$ cat config.mk
export PLATFORM = sky130hd
export DESIGN_NAME = constant_encoder
export DESIGN_NICKNAME = d
export VERILOG_FILES = /design/src/rtl/constant_encoder.sv
export SDC_FILE = /design/constraint.sdc
export NUM_CORES = 1
export LEC_CHECK = 0
export ABC_AREA = 0
export BUFFER_PORTS_ARGS = -buffer_cell sky130_fd_sc_hd__buf_2
export CAP_MARGIN = 10
export CORE_ASPECT_RATIO = 0.5
export CORE_MARGIN = 2
export CORE_UTILIZATION = 50
export DETAILED_ROUTE_END_ITERATION = 7
export GPL_ROUTABILITY_DRIVEN = 1
export MAX_ROUTING_LAYER = met4
export PLACE_DENSITY = 0.78
export SYNTH_ARGS = -nofsm -noshare
export SYNTH_HDL_FRONTEND = slang
export SYNTH_SLANG_ARGS = --single-unit
$ cat constraint.sdc
create_clock -name clock -period 4.55 [get_ports clock]
set_input_delay 0.2275 -clock clock [delete_from_list [all_inputs] [get_ports clock]]
set_output_delay 0.2275 -clock clock [all_outputs]
set_load 0.03 [all_outputs]
$ cat src/rtl/constant_encoder.sv
// constant_encoder
//
// Inverse of the immediate extender. Takes a 16-bit constant and a destination
// register. Emits the shortest sequence of immediate-field items that the
// extender turns back into exactly that constant. Each item is a 3-bit
// extend-mode code plus a 12-bit constant field.
//
//   short constant (in_value[15:10] all equal):
//     one item:  loadlit 000, {1'b0, v[10:0]}, last=1
//   long constant:
//     item A:    lch     010, {4'b0, v[15:8]}, last=0
//     item B:    lcl     001, {4'b0, v[7:0]},  last=1
//
// Optional build macro CONST_ENC_SKIP_ZERO_LOW_EN: when it is defined and a
// long constant has a zero low byte, only item A is emitted, with last=1.
// lch on its own already yields {hi, 8'h00}.
//
// Handshakes: a transfer happens on a port when valid && ready are both high
// at a rising clock edge. While valid is high and ready is low, the producer
// holds every payload field stable. It does not retract valid.
//
// Ports:
//   clock, reset          clock; asynchronous active-high reset
//   in_valid / in_ready   request handshake
//   in_value, in_reg      constant to materialise, destination register
//   out_valid / out_ready item handshake
//   out_controle          extend-mode code
//   out_constante         12-bit constant field
//   out_reg               destination register, copied from the request
//   out_last              final item of the sequence
//   busy                  encoder is not idle
//   items_emitted         completed output handshakes, wraps
//   dbg_state             current FSM state encoding (IDLE=0, EMIT_A=1, EMIT_B=2)
module constant_encoder #(
  parameter int REG_W = 3,
  parameter int CNT_W = 16
) (
  input  logic             clock,
  input  logic             reset,
  input  logic             in_valid,
  output logic             in_ready,
  input  logic [15:0]      in_value,
  input  logic [REG_W-1:0] in_reg,
  output logic             out_valid,
  input  logic             out_ready,
  output logic [2:0]       out_controle,
  output logic [11:0]      out_constante,
  output logic [REG_W-1:0] out_reg,
  output logic             out_last,
  output logic             busy,
  output logic [CNT_W-1:0] items_emitted,
  output logic [1:0]       dbg_state
);

  typedef enum logic [1:0] {
    IDLE   = 2'd0,
    EMIT_A = 2'd1,
    EMIT_B = 2'd2
  } state_t;

  state_t state_q, state_d;

  logic             valid_d, last_d;
  logic [2:0]       ctl_d;
  logic [11:0]      const_d;
  logic [REG_W-1:0] reg_d;
  logic [7:0]       lo_q, lo_d;

  logic handshake, accept;
  logic is_short, skip_low;
  logic [2:0]  first_ctl;
  logic [11:0] first_const;
  logic        first_last;

  assign handshake = out_valid && out_ready;
  assign in_ready  = (state_q == IDLE) || (handshake && out_last);
  assign accept    = in_valid && in_ready;
  assign busy      = (state_q != IDLE);
  assign dbg_state = state_q;

  // Sign-extendable from 11 bits: bits 15..10 all ones or all zeros.
  assign is_short = (&in_value[15:10]) || (~|in_value[15:10]);

`ifdef CONST_ENC_SKIP_ZERO_LOW_EN
  assign skip_low = (in_value[7:0] == 8'h00);
`else
  assign skip_low = 1'b0;
`endif

  // First item of a new sequence, built directly from the request.
  always_comb begin
    first_ctl   = 3'b000;
    first_const = 12'h000;
    first_last  = 1'b1;
    if (is_short) begin
      first_ctl   = 3'b000;
      first_const = {1'b0, in_value[10:0]};
      first_last  = 1'b1;
    end else begin
      first_ctl   = 3'b010;
      first_const = {4'b0000, in_value[15:8]};
      first_last  = skip_low;
    end
  end

  // Next-state and next-output logic. All item fields are registered, and
  // they change only on an accept or an output handshake. This keeps them
  // stable under backpressure.
  always_comb begin
    state_d = state_q;
    valid_d = out_valid;
    last_d  = out_last;
    ctl_d   = out_controle;
    const_d = out_constante;
    reg_d   = out_reg;
    lo_d    = lo_q;

    // A final-item handshake and a new accept can happen in the same cycle.
    // In that case the new first item is loaded directly, so no bubble cycle
    // appears between sequences.
    if (accept) begin
      state_d = EMIT_A;
      valid_d = 1'b1;
      ctl_d   = first_ctl;
      const_d = first_const;
      last_d  = first_last;
      reg_d   = in_reg;
      lo_d    = in_value[7:0];
    end else begin
      case (state_q)
        IDLE: ;
        EMIT_A: begin
          if (handshake) begin
            if (out_last) begin
              state_d = IDLE;
              valid_d = 1'b0;
            end else begin
              state_d = EMIT_B;
              ctl_d   = 3'b001;
              const_d = {4'b0000, lo_q};
              last_d  = 1'b1;
            end
          end
        end
        EMIT_B: begin
          if (handshake) begin
            state_d = IDLE;
            valid_d = 1'b0;
          end
        end
        default: begin
          state_d = IDLE;
          valid_d = 1'b0;
        end
      endcase
    end
  end

  always_ff @(posedge clock or posedge reset) begin
    if (reset) begin
      state_q       <= IDLE;
      out_valid     <= 1'b0;
      out_last      <= 1'b0;
      out_controle  <= 3'b000;
      out_constante <= 12'h000;
      out_reg       <= '0;
      lo_q          <= 8'h00;
      items_emitted <= '0;
    end else begin
      state_q       <= state_d;
      out_valid     <= valid_d;
      out_last      <= last_d;
      out_controle  <= ctl_d;
      out_constante <= const_d;
      out_reg       <= reg_d;
      lo_q          <= lo_d;
      if (handshake) begin
        items_emitted <= items_emitted + {{(CNT_W-1){1'b0}}, 1'b1};
      end
    end
  end

endmodule

======== Word level (Yosys, flattened, before mapping) ========
Index checks and enable logic that the tools add are counted.
operators by class
  add/subtract/negate cells ............... 1
  muxes and demuxes ....................... 24
  equality and inequality tests ........... 7
  reduce and logical (&&, ||, !) cells .... 16
operators by type and width
  kind                     number
  $mux W12                 4
  $add A16 B1 Y16 const B  1
  $mux W3                  4
  $mux W11                 1
  $mux W2                  5
  $ne A3 B3 Y1 const B     3
  $mux W1                  8
  $pmux W2 S3              1
  $reduce_and A3 Y1        2
  $reduce_and A6 Y1        1
  $reduce_bool A2 Y1       3
  $reduce_or A6 Y1         1
  $reduce_and A4 Y1        1
  $logic_and A1 B1 Y1      3
  $pmux W1 S3              1
  $eq A2 B1 Y1 const B     1
  $eq A2 B2 Y1 const B     1
  $logic_not A2 Y1         1
  $logic_or A1 B1 Y1       2
  $ne A2 B1 Y1 const B     1
  $ne A2 B2 Y1 const B     1
  $reduce_and A2 Y1        1
  $logic_not A1 Y1         1
storage, ports and cells
  input bits .............................. 23
  register bits after elaboration ......... 46
  output and inout bits ................... 40

======== Depth between registers and ports, before layout ========
Gate-level depths: netlist of run 1.
  depth in word-level cells ............... 6
  mapped depth ............................ 7
  mapped depth without buffers ............ 5

======== Worst setup path after synthesis of run 1 ========
No wires, ideal clock.
  kind .................................... register to register
  start ................................... register state_q[1] (netlist: dbg_state[1])
  end ..................................... register lo_q[2]
  cell stages (with the launch flop) ...... 6
  data arrival time ....................... 1733 ps
  clock period less this slack ............ 1858 ps
  path buffers ............................ 2
  data required time ...................... 4425 ps
  slack ................................... 2692 ps
  library setup time ...................... 125 ps
  cells stage by stage .................... dfrtp_1 -> buf_4 -> or3b_2 -> nand2_1 -> buf_2 -> mux2_2
on the way
  word-level cells in the longest chain between the ends .. 3
RTL lines
  what                    RTL line  text
  from (decl)             61        state_t state_q, state_d;
  from (signal assigned)  170       state_q <= state_d;
  $logic_not A2 Y1        76        assign in_ready = (state_q == IDLE) || (handshake && out_last);
  $logic_or A1 B1 Y1      76
  $logic_and A1 B1 Y1     77        assign accept = in_valid && in_ready;
  to (signal assigned)    176       lo_q <= lo_d;
  to (decl)               67        logic [7:0] lo_q, lo_d;
Every way passes these cells.
A chain may end at the register's enable or synchronous reset.

======== Final worst setup path of run 1 ========
  start ................................... register state_q[0] (netlist: dbg_state[0])
  end ..................................... register out_controle[1]
on the way
  word-level cells in the longest chain between the ends .. 5
  elaborated cells between the ends (all ways) .. 9
  classes of those cells .................. eq/ne: 2; mux: 1; reduce/logical: 6
RTL lines
  what                                                          RTL line  text
  $logic_not A2 Y1                                              76
  $logic_or A1 B1 Y1                                            76
  $logic_and A1 B1 Y1                                           77
  $ne A2 B1 Y1 (no line) or $reduce_bool A2 Y1 (tied branches)  --
  $reduce_and A3 Y1 (no line)                                   --
  to (signal assigned)                                          173       out_controle <= ctl_d;
  to (decl)                                                     46        output logic [2:0] out_controle,
Several ways; a longest one is shown, not always the timed one.

==> results of run 1 <==
==> per-layer routing <==
| metal | vias up | routed length [µm] |
|---|---|---|
| li1 | 820 | - |
| met1 | 841 | 2100 |
| met2 | 48 | 2240 |
| met3 | 5 | 209 |
| met4 | 0 | 28 |
| met5 | - | 0 |
==> area by class of cell <==
type                            count  area [µm²]  share of cell area
Clock buffer                        6        82.6              0.0326
Clock inverter                      2        10.0             0.00395
Inverter                            7        26.3              0.0104
Multi-Input combinational cell    134         928               0.367
Sequential cell                    44        1100               0.435
Tap cell                           54        67.6              0.0267
Timing Repair Buffer               62         315               0.125
==> logic make-up after synthesis <==
family / count (synthesis) / share of synthesized area
simple gates: 64 / 0.164
other cells: 1 / 0.00175
fa+ha+maj: 1 / 0.00585
buf+inv: 18 / 0.0527
xor+xnor: 15 / 0.0614
mux: 13 / 0.0673
compound gates: 39 / 0.132
flops: 44 / 0.515
==> where the power goes <==
part           internal (mW)  total [mW]  switching (mW)
combinational          0.295       0.781           0.486
clock                  0.121       0.251           0.130
sequential             0.532       0.648           0.116
total                  0.948        1.68           0.732
==> stage by stage <==
step                      worst slack, ps  hold WS, ps  cells
after CTS                            2400         71.7    309
after global placement               2470          388    301
final                                2380         51.8    309
after global routing                 2260          106    309
after detailed placement             2410          397    301
after floorplan                      2690          333    196
==> cells in the mapped netlist, drive strengths merged, types with 3 or more instances <==
master,number,area (µm²)
xor2,5,43.8
a21oi,5,25.0
mux2,11,124
xnor2,10,87.6
a2bb2oi,6,52.6
buf,10,81.3
nor2,9,33.8
and3,3,18.8
dfrtp,44,1100
inv,7,26.3
nand2,13,56.3
nand4,10,62.6
nand3,15,75.1
a22o,3,26.3
o211ai,6,45.0
o21ai,11,55.1
or3,3,18.8
==> worst paths after layout <==
kind	cells past startpoint	to	start
min in group clock	2	out_reg[2]$_DFFE_PP0N_	in_reg[2]
max reg2reg	5	out_controle[1]$_DFFE_PP0P_	dbg_state[0]$_DFFE_PP0P_
max in group asynchronous	3	lo_q[5]$_DFFE_PP0N_	reset
min	3	out_constante[6]$_DFFE_PP0P_	reset
min reg2reg	1	items_emitted[15]$_DFFE_PP0N_	items_emitted[15]$_DFFE_PP0N_
max	5	out_controle[1]$_DFFE_PP0P_	dbg_state[0]$_DFFE_PP0P_
==> cells in the final DEF (no fill, tap or decap), types with 2 or more instances in the layout <==
cell type                   count
sky130_fd_sc_hd__inv_1          6
sky130_fd_sc_hd__nand2_1       12
sky130_fd_sc_hd__a32o_1         2
sky130_fd_sc_hd__a22o_1         3
sky130_fd_sc_hd__o211ai_1       6
sky130_fd_sc_hd__mux2i_1        2
sky130_fd_sc_hd__and3_1         3
sky130_fd_sc_hd__clkinv_2       2
sky130_fd_sc_hd__conb_1         2
sky130_fd_sc_hd__xnor2_1       10
sky130_fd_sc_hd__nor2_1         9
sky130_fd_sc_hd__buf_2         60
sky130_fd_sc_hd__or3_1          3
sky130_fd_sc_hd__nand4_1       10
sky130_fd_sc_hd__nand3_1       15
sky130_fd_sc_hd__o22ai_1        2
sky130_fd_sc_hd__a21oi_1        5
sky130_fd_sc_hd__dfrtp_1       44
sky130_fd_sc_hd__xor2_1         5
sky130_fd_sc_hd__a2bb2oi_1      6
sky130_fd_sc_hd__clkbuf_8       6
sky130_fd_sc_hd__nand2b_1       2
sky130_fd_sc_hd__mux2_2        11
sky130_fd_sc_hd__o21ai_0       11
sky130_fd_sc_hd__buf_4          2
==> worst reg2reg max path: stages (launching register included) <==
cell and delay [ps]:
sky130_fd_sc_hd__dfrtp_1 460, sky130_fd_sc_hd__or3b_2 530, sky130_fd_sc_hd__nand2_1 280, sky130_fd_sc_hd__buf_4 360, sky130_fd_sc_hd__nor2_1 160, sky130_fd_sc_hd__a22o_1 290
==> results.md, run 1 <==
Cells and area:
- The count of antenna diodes in the layout is 0.
- Fill cells in the final layout number 366.
- Once layout is complete, the utilization of the core stands at 0.632.
- The largest registers in the layout are items_emitted (16), out_constante (11), lo_q (8).
- Compared with the post-synthesis result, the final layout area differs by 18.4%.
- The number of flip-flops under the largest register name is 16.
- Summing all non-filler instances in the final layout gives an area of 0.00253 mm².
- The fraction of layout cells with a size suffix above 1 is 0.349.
- The register containing the most flip-flops in the final layout is items_emitted.
- The post-layout net count is 278.

Clock network:
- The number of buffers between clock root and the deepest sink is 2.
- The number of setup buffers added after CTS is 0.
- The number of levels the H-tree was split into is 2.
- The clock latency of the later-clocked register in the worst-skew pair is 300 ps.
- The tree built by TritonCTS fans out to 44 sinks.
- The CTS tree is yes.
- In this run, CTS created clock tree buffers numbering 5.
- Clock-pin slew was measured on the worst setup and hold paths at 80 ps.
- Hold repair after CTS inserted 0 buffers.
- The post-CTS resize count is 0.
- The clock root buffer master is sky130_fd_sc_hd__clkbuf_8.

GRT:
- The initial antenna violation count is 0.
- The met1 track utilization from global routing is 0.258.
- In the global route stage, overall resource usage came out at 0.214.
- The number of global-route vias before repair is 1,740.
- The global-route met3 utilization is 0.0676.
- The first global-routing pass estimated 7730 µm of wire.
- The global-route congestion overflow total is 0.
- The most heavily used metal layer in global routing is met2.
- In the global route stage, met2 resource usage came out at 0.360.
- The largest net degree at the start of global routing is 45.

STA:
- The hold violation count in the final report is 0.
- Headroom to the max-slew limit came out at 0.432.
- The number of max-slew violations in the final report was 0.
- Setup repair after global routing left no endpoint under its margin.
- The clock period could shrink to 2170 ps.
- The setup TNS after final layout is 0 ps.
- The final setup violation count is 0.
- For the pin with the worst max-slew slack, the measured transition is 849 ps.
- Clock skew on the completed layout was measured at 4.94 ps.
- In the finished design, the share of the clock period the worst path needs comes to 0.476.
- The achievable frequency is 461 MHz.

Synth:
- The number of synthesized flops with an enable pin is 0.
- After synthesis the netlist holds a flip-flop and latch count of 44.
- For this run, the register share of the synthesized area comes to 0.515.
- The fraction of synthesis flops using an asynchronous set or reset pin is 1.00.
- The per-instance average area after synthesis is 11.0 µm².
- The number of instances in the synthesized netlist is 195.
- For this run, the number of Yosys warnings is 0.
- Counting distinct cell types in the post-synthesis netlist gives 40.
- After synthesis the cells add up to 0.00214 mm².
- For this run, the leading register cell type out of synthesis is sky130_fd_sc_hd__dfrtp_1.

Drt:
- The routed design has 4580 µm of wire.
- Once detail routing completed, the nets flagged for antenna violations numbered 0.
- Before antenna repair, the detailed router went through 4 iterations.
- After detailed routing, the average wire length per cell comes to 14.8 µm.
- The via count is 1,714.
- The violation count after the first detailed-routing iteration is 78.
- The via count normalized by instance count is 5.55.
- The post-route DRC violation count is 0.

Setup path:
- STA classifies the critical path startpoint as a register.
- Of all nets on the critical path, the largest fanout is 30.
- STA classifies the critical path endpoint as a register.
- The count of buffer and inverter cells on the critical path is 1.
- The data required time at the worst endpoint is 4750 ps.
- The category of the most critical setup path is register to register.
- The kind of cell adding the most delay to the critical path is simple AND/OR/NAND/NOR gates.
- The critical path's largest stage delay is 530 ps.
- The slack of the worst reg-to-reg path is 2380 ps.
- The signal on the critical path passes through or3b_2 -> nand2_1 -> buf_4 -> nor2_1 -> a22o_1.
- The slowest stage of the critical path is the sky130_fd_sc_hd__or3b_2 cell.
- The data arrival time of the worst path is 2360 ps.

Place:
- Once placement finished, the instance area stood at 0.00244 mm².
- At the end of routability-driven placement, the weighted congestion stood at 0.828.
- The detailed-placement wirelength estimate is 3320 µm.
- In this run the tool buffered the top-level ports with 60 buffer cells.

Floorplan:
- The die area is 0.00485 mm².
- 63 I/O pins were placed.
- The floorplan step set the die height to 50.2 µm.
- The area inside the core boundary is 0.00400 mm².
- The initial utilization of the core area, before any placement, comes to 0.534.
- The floorplan has 16 rows.
- The die is 96.5 µm wide.

Power:
- The leakage component of the power is 1.22 nW.
- The total power after layout is 1.68 mW.
- The largest vdd supply drop is 0.000268 V.
- The power density normalized to cell area is 664 mW/mm².

Min path:
- The worst hold path belongs to the class input port to async pin.

Outcome:
- The flow ran to the end, and the final reports show no timing, DRC or antenna violations.

Job:
- Max-cap violations in this run came to 0.
Power figures use the tool's default switching activity.
==> inputs of run 2 (changes only) <==
--- a/config.mk
+++ b/config.mk
@@ -10,11 +10,11 @@
 export CAP_MARGIN = 10
 export CORE_ASPECT_RATIO = 0.5
 export CORE_MARGIN = 2
-export CORE_UTILIZATION = 50
+export CORE_UTILIZATION = 46
 export DETAILED_ROUTE_END_ITERATION = 7
 export GPL_ROUTABILITY_DRIVEN = 1
 export MAX_ROUTING_LAYER = met4
-export PLACE_DENSITY = 0.78
+export PLACE_DENSITY = 0.75
 export SYNTH_ARGS = -nofsm -noshare
 export SYNTH_HDL_FRONTEND = slang
 export SYNTH_SLANG_ARGS = --single-unit
==> constraint.sdc (replaced) <==
create_clock -name clock -period 1.8 [get_ports clock]
set_input_delay 0.09 -clock clock [delete_from_list [all_inputs] [get_ports clock]]
set_output_delay 0.09 -clock clock [all_outputs]
set_load 0.03 [all_outputs]
==> run 2 against run 1 <==
Cell count is 4.5% higher. Clock skew increased by 2.9 ps. Via count increased by 4.4%. Core utilization decreased by 3.7 points. Sequential cell count unchanged. First-iteration DRC count is 7.7% lower. Die area grew 8.2%. Wire length increased by 7.0%. Non-clock buffer count rose by 11. Largest cell class unchanged. Largest power group unchanged. Highest routed layer unchanged.
==> results.md, run 2 (synthesis results as in run 1) <==
STA:
- Unrepaired setup endpoints after global routing: false (unchanged).
- The achievable frequency is 587 MHz (was 461 MHz).
- The final critical-path share of the clock period is 0.947 (was 0.476).
- The number of max-slew violations in the final report is 0 (unchanged).
- The hold violation count in the final report is 0 (unchanged).
- The final setup violation count is 0 (unchanged).
- The post-route clock skew came to 7.81 ps (was 4.94 ps).
- The setup TNS after final layout is 0 ps (unchanged).
- The shortest clock period the worst path allows after layout is 1700 ps (was 2170 ps).

Drt:
- The violation count after the first detailed-routing iteration was 72 (was 78).
- The routed wire length is 4900 µm (was 4580 µm).
- The post-detailed-route count of antenna-violating nets is 0 (unchanged).
- The wire length per cell after detailed routing is 15.2 µm (was 14.8 µm).
- The via count normalized by instance count is 5.54 (was 5.55).
- The post-route DRC violation count is 0 (unchanged).
- The iteration count of the initial detailed-routing pass is 4 (unchanged).
- The via count was 1,789 (was 1,714).

Setup path:
- The largest driver fanout on the critical path is 38 (was 30).
- The path length in cells of the critical path is 4 (was 5).
- The critical path's slowest cell is sky130_fd_sc_hd__or3b_2 (unchanged).
- The critical path launch point type is a register (unchanged).
- The category of the worst setup path capture point is a register (unchanged).
- The count of buffer and inverter cells on the critical path is 1 (unchanged).
- The data required time at the worst endpoint is 1970 ps (was 4750 ps).
- The data arrival time of the worst path is 1880 ps (was 2360 ps).
- Cell-by-cell trace of the critical path: or3b_2 -> nand2_1 -> buf_12 -> mux2_2 (was or3b_2 -> nand2_1 -> buf_4 -> nor2_1 -> a22o_1).
- The worst-case reg-to-reg path depth is 4 (was 5).
- The category of the most critical setup path is register to register (unchanged).
- The critical path's largest stage delay is 480 ps (was 530 ps).
- The kind of cell adding the most delay to the critical path is simple AND/OR/NAND/NOR gates (unchanged).

Clock network:
- The clock input transition at the sequential cells of the worst setup and hold paths was 80 ps (about the same).
- The clock latency of the later-clocked register in the worst-skew pair is 290 ps (was 300 ps).
- The CTS tree is yes (unchanged).
- The total clock sinks was 44 (unchanged).
- The number of buffers added for setup after CTS came to 0 (unchanged).
- The number of buffers added by the clock tree synthesis step is 5 (unchanged).
- The number of levels the H-tree was split into came to 2 (unchanged).
- The clock root buffer master is sky130_fd_sc_hd__clkbuf_8 (unchanged).
- The number of buffers between clock root and the deepest sink is 2 (unchanged).

Cells and area:
- The post-layout net count is 289 (was 278).
- The most common cell after layout, fill and taps aside was sky130_fd_sc_hd__buf_2 (unchanged).
- The fraction of layout cells with a size suffix above 1 is 0.380 (was 0.349).
- The number of standard cells in the layout, taps in and fillers out is 323 (was 309).
- The register containing the most flip-flops in the final layout is items_emitted (unchanged).
- Largest registers in the final layout: items_emitted (16), out_constante (11), lo_q (8) (unchanged).
- The growth of design area from synthesis to finish is 23.2% (was 18.4%).
- The number of flip-flops under the largest register name came to 16 (unchanged).
- The count of antenna diodes in the layout is 0 (unchanged).
- Commonest cells after routing, fill and taps aside: 60 x sky130_fd_sc_hd__buf_2, 43 x sky130_fd_sc_hd__dfrtp_1, 15 x sky130_fd_sc_hd__nand3_1 (was 60 x sky130_fd_sc_hd__buf_2, 44 x sky130_fd_sc_hd__dfrtp_1, 15 x sky130_fd_sc_hd__nand3_1).

Power:
- The leakage component of the power is 1.28 nW (was 1.22 nW).
- The switching part of the total is 0.434 (was 0.436).
- The fraction of power consumed by the clock network was 0.135 (was 0.149).
- The switching power total was 1.89 mW (was 732 µW).
- The total power after layout is 4.36 mW (was 1.68 mW).
- The power density normalized to cell area was 1650 mW/mm² (was 664 mW/mm²).
- The share of total power in combinational logic is 0.494 (was 0.465).
- The internal power is 2.47 mW (was 948 µW).
- The relative contribution of sequential cells to total power is 0.371 (was 0.386).
- The largest vdd supply drop came to 0.000491 V (was 0.000268 V).

Floorplan:
- The die boundary height is 52.2 µm (was 50.2 µm).
- The area inside the core boundary is 0.00442 mm² (was 0.00400 mm²).
- The number of placement rows is 17 (was 16).
- The starting utilization of the core area is 0.483 (was 0.534).
- The die area is 0.00524 mm² (was 0.00485 mm²).
- The width of the chip was 100 µm (was 96.5 µm).
- The count of boundary I/O pins was 63 (unchanged).

Min path:
- The type of the most critical hold path was input port to register (was input port to async pin).
- Along the worst hold path, the cell count comes to 2.

Job:
- The count of max-cap constraint violations is 0 (unchanged).

Place:
- The global placement routability congestion is 0.786 (was 0.828).
- The total placed cells including tap cells is 314 (was 301).
- The count of input and output buffers was 60 (unchanged).
- The detailed-placement wirelength estimate is 3570 µm (was 3320 µm).

GRT:
- The global-route congestion overflow total is 0 (unchanged).
- The number of global-route vias before repair came to 1,651 (was 1,740).
- The global-route usage over all layers is 0.197 (was 0.214).
- The global-route wire length before repair was 7790 µm (was 7730 µm).
- The initial antenna violation count came to 0 (unchanged).
- The largest net degree at the start of global routing is 39 (was 45).

Outcome:
- Outcome: finished, final reports clean (unchanged).
-- run 2: final cells by class --
cell class                 count  area [µm²]
inverter                       7        26.3
tap                           57        71.3
timing repair buffer          73         413
fill                         386        1790
clock inverter                 1        5.00
multi-input combinational    134         941
sequential                    44        1100
clock buffer                   7        76.3
-- run 2: metrics by stage --
stage,cell area [µm²],util,setup WS [ps],hold slack [ps]
3_3_place_gp,2530,0.573,168,76.3
2_1_floorplan,2150,-,14.3,195
3_5_place_dp,2530,0.573,118,81.4
4_1_cts,2630,0.593,98.2,18.2
5_1_grt,2640,0.596,32.0,16.7
6_report,2640,0.596,96.2,24.9
-- run 2: what timing repair did --
item / CTS / global route
hold endpoints to repair: 8 / 0
resized for setup: 0 / 2
setup endpoints to repair: 0 / 1
hold buffers: 1 / 0
-- run 2: path summary, 6_finish.rpt --
kind	startpoint	end	slack, ps
worst max-delay path	dbg_state[1]$_DFFE_PP0P_	out_reg[1]$_DFFE_PP0N_	100
worst max register to register	dbg_state[1]$_DFFE_PP0P_	out_reg[1]$_DFFE_PP0N_	100
worst min-delay path	in_reg[2]	out_reg[2]$_DFFE_PP0N_	20
min in group asynchronous	reset	out_constante[0]$_DFFE_PP0P_	300
worst min register to register	items_emitted[15]$_DFFE_PP0N_	items_emitted[15]$_DFFE_PP0N_	470
max in group asynchronous	reset	dbg_state[1]$_DFFE_PP0P_	880
-- run 2: routing by layer --
layer,vias to the layer above,GRT usage,routed length (µm)
met5,-,-,0
met4,0,0.0479,21
met3,3,0.0400,240
met2,55,0.317,2390
met1,888,0.261,2250
li1,843,-,-
-- run 2: worst reg2reg max path: cells and delay by family (launching register included) --
family                 cells  cell delay [ps]
buffers and inverters      1              210
flip-flops                 1              410
multiplexers               1              360
AND/OR/NAND/NOR            2              610
-- run 2: power groups by stage --
stage	Combinational [mW]	Sequential, mW	Clock (mW)
3_5_place_dp	2.15	1.63	0
6_report	2.15	1.62	0.590
3_3_place_gp	2.09	1.61	0
5_1_grt	2.30	1.67	0.648
4_1_cts	2.16	1.61	0.604
2_1_floorplan	1.05	2.10	0
==> inputs of run 3 (changes only) <==
--- a/config.mk
+++ b/config.mk
@@ -15,6 +15,7 @@
 export GPL_ROUTABILITY_DRIVEN = 1
 export MAX_ROUTING_LAYER = met4
 export PLACE_DENSITY = 0.75
+export RECOVER_POWER = 50
 export SYNTH_ARGS = -nofsm -noshare
 export SYNTH_HDL_FRONTEND = slang
 export SYNTH_SLANG_ARGS = --single-unit
==> run 3 against run 2 <==
Fmax decreased by 0.34%. Non-clock buffer count unchanged. Clock skew increased by 0.56 ps. Cell count unchanged. Clock power about the same. Sequential cell count unchanged.
==> results.md, run 3 (synthesis results as in run 1) <==
Outcome:
- Outcome: finished, final reports clean (unchanged).

Power:
- The switching power total was 1.90 mW (was 1.89 mW).
- The fraction of power consumed by the clock network is 0.137 (was 0.135).
- The power density normalized to cell area is 1660 mW/mm² (was 1650 mW/mm²).
- The switching part of the total came to 0.439 (was 0.434).
- The largest vdd supply drop came to 0.000482 V (was 0.000491 V).
- The relative contribution of sequential cells to total power was 0.375 (was 0.371).
- The share of total power in combinational logic came to 0.488 (was 0.494).
- The internal power is 2.42 mW (was 2.47 mW).
- The leakage component of the power came to 1.20 nW (was 1.28 nW).

Cells and area:
- The register containing the most flip-flops in the final layout is items_emitted (unchanged).
- The growth of design area from synthesis to finish is 21.6% (was 23.2%).
- The share of the core filled with cells in the final layout is 0.588 (was 0.596).
- The count of antenna diodes in the layout was 0 (unchanged).
- The number of flip-flops under the largest register name is 16 (unchanged).
- Largest registers in the final layout: items_emitted (16), out_constante (11), lo_q (8) (unchanged).
- The number of standard cells in the layout, taps in and fillers out is 323 (unchanged).
- Commonest cells after routing, fill and taps aside: 43 x sky130_fd_sc_hd__dfrtp_1, 37 x sky130_fd_sc_hd__buf_2, 26 x sky130_fd_sc_hd__clkbuf_1 (was 60 x sky130_fd_sc_hd__buf_2, 43 x sky130_fd_sc_hd__dfrtp_1, 15 x sky130_fd_sc_hd__nand3_1).
- The fraction of layout cells with a size suffix above 1 is 0.289 (was 0.380).
- The most common cell after layout, fill and taps aside is sky130_fd_sc_hd__dfrtp_1 (was sky130_fd_sc_hd__buf_2).
- The post-layout net count came to 289 (unchanged).

STA:
- Headroom to the max-slew limit came out at 0.442.
- The final setup violation count is 0 (unchanged).
- The slack of the critical path was 90.4 ps (was 96.2 ps).
- The achievable frequency is 585 MHz (was 587 MHz).
- The final hold slack came to 23.6 ps (was 24.9 ps).
- The setup TNS after final layout is 0 ps (unchanged).
- The number of max-slew violations in the final report is 0 (unchanged).
- The hold violation count in the final report is 0 (unchanged).
- Unrepaired setup endpoints after global routing: false (unchanged).
- The post-route clock skew came to 8.37 ps (was 7.81 ps).
- The shortest clock period the worst path allows after layout came to 1710 ps (was 1700 ps).
- For the pin with the worst max-slew slack, the measured transition is 837 ps.
- The final critical-path share of the clock period is 0.950 (was 0.947).

Floorplan:
- The die area is 0.00524 mm² (unchanged).
- The die boundary height was 52.2 µm (unchanged).
- The number of placement rows is 17 (unchanged).
- The width of the chip was 100 µm (unchanged).
- The starting utilization of the core area is 0.483 (unchanged).
- The count of boundary I/O pins was 63 (unchanged).
- The area inside the core boundary was 0.00442 mm² (unchanged).

Job:
- The count of max-cap constraint violations is 0 (unchanged).

Place:
- The pre-CTS setup slack is 118 ps (unchanged).
- The detailed-placement wirelength estimate is 3570 µm (unchanged).
- The global placement routability congestion came to 0.786 (unchanged).
- The total placed cells including tap cells was 314 (unchanged).
- The count of input and output buffers is 60 (unchanged).

Min path:
- The number of instances on the worst hold path is 2 (unchanged).
- The type of the most critical hold path is input port to register (unchanged).

Clock network:
- The number of levels the H-tree was split into was 2 (unchanged).
- The clock input transition at the sequential cells of the worst setup and hold paths came to 80 ps (about the same).
- The clock root buffer master was sky130_fd_sc_hd__clkbuf_8 (unchanged).
- The number of buffers between clock root and the deepest sink came to 2 (unchanged).
- The number of buffers added by the clock tree synthesis step is 5 (unchanged).
- The number of buffers added for setup after CTS was 0 (unchanged).
- The clock latency of the later-clocked register in the worst-skew pair is 290 ps (about the same).
- The total clock sinks is 44 (unchanged).
- The CTS tree is yes (unchanged).

Setup path:
- The critical path launch point type is a register (unchanged).
- The data required time at the worst endpoint is 1970 ps (about the same).
- The largest driver fanout on the critical path is 38 (unchanged).
- The category of the most critical setup path is register to register (unchanged).
- The data arrival time of the worst path came to 1880 ps (about the same).
- The category of the worst setup path capture point was a register (unchanged).
- The worst-case reg-to-reg path depth is 4 (unchanged).

Drt:
- The post-route DRC violation count was 0 (unchanged).
- The routed wire length is 4880 µm (was 4900 µm).
- The via count is 1,791 (was 1,789).
- The violation count after the first detailed-routing iteration is 95 (was 72).
- The via count normalized by instance count is 5.54 (about the same).
- The post-detailed-route count of antenna-violating nets came to 0 (unchanged).
- The iteration count of the initial detailed-routing pass is 4 (unchanged).
- The wire length per cell after detailed routing is 15.1 µm (was 15.2 µm).

GRT:
- The global-route congestion overflow total is 0 (unchanged).
- The initial antenna violation count was 0 (unchanged).
- The largest net degree at the start of global routing is 39 (unchanged).
- The number of global-route vias before repair is 1,651 (unchanged).
- The global-route usage over all layers is 0.197 (unchanged).
- The global-route wire length before repair is 7790 µm (unchanged).
==> run 3: worst max-delay path, stage by stage (launching register included) <==
cell and delay [ps]:
sky130_fd_sc_hd__dfrtp_2 410, sky130_fd_sc_hd__or3b_2 480, sky130_fd_sc_hd__nand2_1 130, sky130_fd_sc_hd__buf_12 200
sky130_fd_sc_hd__mux2_2 360
==> run 3: layout make-up <==
class | count | area [µm²]
Fill cell | 399 | 1820
Sequential cell | 44 | 1100
Multi-Input combinational cell | 134 | 941
Timing Repair Buffer | 73 | 378
Clock buffer | 7 | 76.3
Tap cell | 57 | 71.3
Inverter | 7 | 26.3
Clock inverter | 1 | 5.00
==> run 3: repair_timing <==
item | 4_1_cts | 5_1_grt
hold endpoints to repair | 8 | 0
gates resized for setup | 0 | 2
endpoints found under the setup margin | 0 | 1
hold buffers | 1 | 0
==> run 3: worst paths after layout <==
| check | startpoint | end | slack (ps) |
|---|---|---|---|
| max reg2reg | dbg_state[1]$_DFFE_PP0P_ | out_reg[1]$_DFFE_PP0N_ | 90 |
| max | dbg_state[1]$_DFFE_PP0P_ | out_reg[1]$_DFFE_PP0N_ | 90 |
| min | in_reg[2] | out_reg[2]$_DFFE_PP0N_ | 20 |
| min reg2reg | items_emitted[15]$_DFFE_PP0N_ | items_emitted[15]$_DFFE_PP0N_ | 480 |
| max in group asynchronous | reset | items_emitted[5]$_DFFE_PP0N_ | 420 |
| min in group asynchronous | reset | out_constante[0]$_DFFE_PP0P_ | 300 |
==> run 3: metal layers <==
layer	track usage	share of wire	routed length, µm	vias up
li1	-	-	-	845
met1	0.261	0.47	2270	893
met2	0.317	0.49	2390	50
met3	0.0400	0.040	195	3
met5	-	0	0	-
met4	0.0479	0.0043	21	0
==> run 3: per-stage QoR <==
stage,cell area [µm²],total power [mW]
2_1_floorplan,2150,3.15
5_1_grt,2600,4.57
6_report,2600,4.32
3_3_place_gp,2530,3.70
3_5_place_dp,2530,3.78
4_1_cts,2630,4.38
==> run 3: power by group through the flow <==
stage / clock, mW / sequential (mW) / combinational [mW]
after floorplan: 0 / 2.10 / 1.05
after CTS: 0.604 / 1.61 / 2.16
after detailed placement: 0 / 1.63 / 2.15
final: 0.591 / 1.62 / 2.11
after global routing: 0.648 / 1.67 / 2.25
after global placement: 0 / 1.61 / 2.09
